**config.mk**
```make
export PLATFORM = sky130hd
export DESIGN_NAME = fcvt_sw_issue
export DESIGN_NICKNAME = d
export VERILOG_FILES = /design/src/rtl/fcvt_sw_issue.sv
export SDC_FILE = /design/constraint.sdc
export NUM_CORES = 1
export LEC_CHECK = 0
export BUFFER_PORTS_ARGS = -buffer_cell sky130_fd_sc_hd__buf_4
export CORE_MARGIN = 10
export CORE_UTILIZATION = 47
export CTS_CLUSTER_SIZE = 25
export DETAILED_ROUTE_END_ITERATION = 6
export MAX_ROUTING_LAYER = met4
export PLACE_DENSITY_LB_ADDON = 0.3
export SLEW_MARGIN = 20
export SYNTH_ARGS = -nofsm -noshare
export SYNTH_HDL_FRONTEND = slang
export SYNTH_SLANG_ARGS = --single-unit
export TNS_END_PERCENT = 1
```
**constraint.sdc**
```tcl
create_clock -name clk -period 1.6 [get_ports clk]
set_clock_uncertainty 0.15 [all_clocks]
set_input_delay 0.16 -clock clk [delete_from_list [all_inputs] [get_ports clk]]
set_output_delay 0.16 -clock clk [all_outputs]
set_load 0.05 [all_outputs]
```
**src/rtl/fcvt_sw_issue.sv**
```systemverilog
// Issue stage for integer-to-float conversion: a 2-entry in-order request FIFO
// feeding an external combinational converter, with a registered result stage.
module fcvt_sw_issue (
   input  logic        clk,
   input  logic        rst_n,
   input  logic        in_valid,
   output logic        in_ready,
   input  logic [31:0] in_rs1,
   input  logic        in_signed,
   input  logic [2:0]  in_rm,
   input  logic [4:0]  in_tag,
   input  logic [2:0]  frm,
   input  logic        flush,
   output logic [31:0] cvt_fixed,
   output logic [2:0]  cvt_rm,
   output logic        cvt_signed,
   input  logic [31:0] cvt_float,
   input  logic        cvt_invalid,
   output logic        out_valid,
   input  logic        out_ready,
   output logic [31:0] out_result,
   output logic [4:0]  out_tag,
   output logic        out_invalid,
   output logic        nv_sticky,
   input  logic        nv_clear
);

   logic [31:0] r_rs1 [2];
   logic        r_sgn [2];
   logic [2:0]  r_rm  [2];
   logic [4:0]  r_tag [2];
   logic        r_wr_ptr;
   logic        r_rd_ptr;
   logic [1:0]  r_count;

   logic        r_out_valid;
   logic [31:0] r_out_result;
   logic [4:0]  r_out_tag;
   logic        r_out_invalid;
   logic        r_nv_sticky;

   logic        w_empty;
   logic        w_push;
   logic        w_pop;
   logic [2:0]  w_rm_res;

   assign w_empty  = (r_count == 2'd0);
   assign in_ready = (r_count < 2'd2);
   assign w_push   = in_valid && in_ready && !flush;
   assign w_pop    = !w_empty && (!r_out_valid || out_ready) && !flush;
   // DYN is resolved here so a later frm write cannot reach queued entries
   assign w_rm_res = (in_rm == 3'b111) ? frm : in_rm;

   always_ff @(posedge clk or negedge rst_n) begin
      if (!rst_n) begin
         for (int i = 0; i < 2; i++) begin
            r_rs1[i] <= 32'd0;
            r_sgn[i] <= 1'b0;
            r_rm[i]  <= 3'd0;
            r_tag[i] <= 5'd0;
         end
      end else if (w_push) begin
         r_rs1[r_wr_ptr] <= in_rs1;
         r_sgn[r_wr_ptr] <= in_signed;
         r_rm[r_wr_ptr]  <= w_rm_res;
         r_tag[r_wr_ptr] <= in_tag;
      end
   end

   always_ff @(posedge clk or negedge rst_n) begin
      if (!rst_n) begin
         r_wr_ptr <= 1'b0;
         r_rd_ptr <= 1'b0;
         r_count  <= 2'd0;
      end else if (flush) begin
         r_wr_ptr <= 1'b0;
         r_rd_ptr <= 1'b0;
         r_count  <= 2'd0;
      end else begin
         if (w_push) r_wr_ptr <= ~r_wr_ptr;
         if (w_pop)  r_rd_ptr <= ~r_rd_ptr;
         case ({w_push, w_pop})
            2'b10:   r_count <= r_count + 2'd1;
            2'b01:   r_count <= r_count - 2'd1;
            default: r_count <= r_count;
         endcase
      end
   end

   assign cvt_fixed  = w_empty ? 32'd0 : r_rs1[r_rd_ptr];
   assign cvt_rm     = w_empty ? 3'd0  : r_rm[r_rd_ptr];
   assign cvt_signed = w_empty ? 1'b0  : r_sgn[r_rd_ptr];

   always_ff @(posedge clk or negedge rst_n) begin
      if (!rst_n) begin
         r_out_valid   <= 1'b0;
         r_out_result  <= 32'd0;
         r_out_tag     <= 5'd0;
         r_out_invalid <= 1'b0;
      end else if (flush) begin
         r_out_valid <= 1'b0;
      end else if (w_pop) begin
         r_out_valid   <= 1'b1;
         r_out_result  <= cvt_float;
         r_out_tag     <= r_tag[r_rd_ptr];
         r_out_invalid <= cvt_invalid;
      end else if (out_ready) begin
         r_out_valid <= 1'b0;
      end
   end

   // a new invalid transfer takes priority over a same-cycle clear
   always_ff @(posedge clk or negedge rst_n) begin
      if (!rst_n) begin
         r_nv_sticky <= 1'b0;
      end else if (w_pop && cvt_invalid) begin
         r_nv_sticky <= 1'b1;
      end else if (nv_clear) begin
         r_nv_sticky <= 1'b0;
      end
   end

   assign out_valid   = r_out_valid;
   assign out_result  = r_out_result;
   assign out_tag     = r_out_tag;
   assign out_invalid = r_out_invalid;
   assign nv_sticky   = r_nv_sticky;

endmodule

```
==> impl_metrics.ini <==
[layout]
syn_to_final_growth_pct = 62.3
final_net_count = 885
instances_no_fill = 958
multi_input_area_sq_um = 2440
n_antenna_cell = 0
seqCellArea_sq_um = 3160
final_common_cell = nand2_1
drive_gt1_frac = 0.391
layout_common_cells = nand2_1, buf_4, dfrtp_1
fillers = 722

[power]
combPwrFrac = 0.316
power-per-cell-area_nw_per_um2 = 1370
internal_power_w = 0.00802
p_seq_frac = 0.362
p_switching_w = 0.00417
vdd_drop_max_v = 0.000941
p_sw_frac = 0.342
p_clk_frac = 0.322
power.leakage_nw = 4.33
total_power_w = 0.0122

[logic_synthesis]
async_flop_share = 1.00
synth_area_sq_um = 5500
synth-seq-area-share = 0.574
synth.distinct_cells = 30
synth.ff_latch_count = 126
syn_inst = 544
synth_area_per_cell_sq_um = 10.1
synth_fp_nets = 627
synth_edf_count = 0
yosys_most_used_dff = dfrtp_1
synth_warnings = 0

[sta]
layout_min_cycle_time_ns = 1.98
hold_viol_final = 0
final-setup-viol-count = 116
grt_setup_unrepaired = yes
setup_ws_ns = -0.377
clock.fmax_mhz = 506
worstMarginPinSlew_ns = 0.449
setup_tns_ns = -17.38
maxSlewViolCount = 0
holdWs_ns = 0.0192
slew_headroom = 0.697
min_period_over_period = 1.24

[floorplanning]
rows = 39
die_y_um = 128
dieArea_sq_um = 16400
core_sq_um = 11400
die_w_um = 128
ios = 160
initial_utilization = 0.481

[route]
routed_wl_um = 16900
dr.pass1.iters = 4
drc = 0
drt-wirelength-per-cell_um = 17.7
drtAntennaViolNets = 0
vias_per_cell = 5.02
drtIter0Drc = 352
vias = 4809

[clocking]
numCtsBuffers = 17
clk_root_buffer_cell = clkbuf_16
clock_path_buffers = 2
clock_sinks = 126
htreeDepth = 4
cts.clk_slew.worst_paths_ns = 0.05
cts_tree = yes
insertion_delay_ns = 0.40

[setup_path]
r2r_end = out_invalid$_DFFE_PN0P_
reg2reg_from = r_count[1]$_DFFE_PN0P_
cp_max_fo = 6
critical_path_required_ns = 1.29
start_kind = flop
path_class = flop to output pin
regToRegSetupSlack_ns = -0.12
crit_arrival_ns = 1.67
timing.critical_path.to_type = output pin
reg2regPathDepth = 6

[placement]
dp_hpwl_um = 10500
portBuffers = 159
dp_cells = 843
place_congestion = 0.780

[grt]
busiest_layer = met2
grtUsageMet3 = 0.0703
grtUsageMet2 = 0.366
grt_max_degree = 45
grt.total_usage = 0.217
grt_pass1_vias = 5471
overflow = 0
grt_pass1_wl_um = 27800
antenna_found_initial = 0
grtUsageMet1 = 0.247

[min_path]
holdPathStages = 3
worst_hold_path_type = primary input to flop
holdCritStartpoint = frm[0]
hold_end = r_rm[3]$_DFFE_PN0P_

[run_status]
violations = setup timing
outcome = complete, but fails checks

[job]
maxCapViolations = 0
==> registers in the layout (all words and copies together), names as in the netlist, 2 cells and up <==
name        count
r_count         2
r_rs1          64
r_rm            6
out_result     32
r_tag          10
r_sgn           2
out_tag         5
==> power groups by stage <==
stage	combinational (W)	clock, W	sequential, W
floorplan	0.00150	0	0.00522
global placement	0.00346	0	0.00435
detailed placement	0.00355	0	0.00439
CTS	0.00382	0.00398	0.00438
global route	0.00411	0.00412	0.00450
finish	0.00386	0.00392	0.00441
==> timing repair <==
item | 4_1_cts | 5_1_grt
endpoints found under the setup margin | 151 | 157
buffers inserted | 5 | 0
hold buffers | 77 | 0
resized for setup | 41 | 11
gates cloned | 1 | 0
hold endpoints to repair | 243 | 0
pin swaps | 12 | 2
==> through the flow <==
step                setup slack (ns)  utilization  instance area (sq um)
CTS                           -0.383        0.776                   8860
floorplan                     -0.163            -                   5730
finish                        -0.377        0.781                   8920
detailed placement            -0.133        0.634                   7240
global placement             -0.0784        0.634                   7240
global route                  -0.436        0.781                   8920
==> worst max path at each step <==
stage                           start                    end
4_1_cts        r_count[1]$_DFFE_PN0P_           cvt_fixed[2]
3_3_place_gp   r_count[1]$_DFFE_PN0P_  r_rs1[60]$_DFFE_PN0P_
3_5_place_dp   r_count[1]$_DFFE_PN0P_    r_rm[5]$_DFFE_PN0P_
6_report       r_count[1]$_DFFE_PN0P_          cvt_fixed[11]
2_1_floorplan    r_rd_ptr$_DFFE_PN0P_          cvt_fixed[30]
5_1_grt        r_count[1]$_DFFE_PN0P_          cvt_fixed[11]
==> cell families (layout without fill, tap and decap cells) <==
logic type	Yosys count	after routing	share of synthesized area
AO/OA/AOI/OAI	18	18	0.0196
XOR/XNOR	1	1	0.00159
buffers and inverters	35	306	0.0408
flip-flops	126	126	0.574
multiplexers	79	79	0.160
AND/OR/NAND/NOR	285	285	0.204
==> per-layer routing <==
layer	share of wire	wire, um
met1	0.40	6770
met2	0.53	8890
met3	0.062	1050
met4	0.013	213
met5	0	0
==> cells in the mapped netlist (2+ instances only) <==
cell type    n  area [sq um]
nand2_1    236           886
dfrtp_1    126          3150
nor2_1      38           143
mux2i_1     36           360
mux2_2      34           383
buf_2       14          70.1
o21ai_0     10          50.1
mux2_4       9           135
buf_6        7          78.8
clkbuf_1     7          26.3
a21oi_1      3          15.0
buf_4        3          22.5
inv_1        3          11.3
nor2b_1      2          12.5
==> area by class of cell <==
class	count	share of cell area
tap	143	0.0201
sequential	126	0.354
multi-input combinational	383	0.274
clock buffer	22	0.0532
inverter	3	0.00126
timing repair buffer	271	0.282
clock inverter	10	0.0153
==> critical path: stages, from the launching register on <==
cell and delay [ns]:
dfrtp_1 0.39, buf_6 0.13, nor2_4 0.16, buf_6 0.14, buf_12 0.10, buf_12 0.14, nor2_4 0.05, buf_8 0.15
Note: power is estimated with default switching activity, not from simulation.
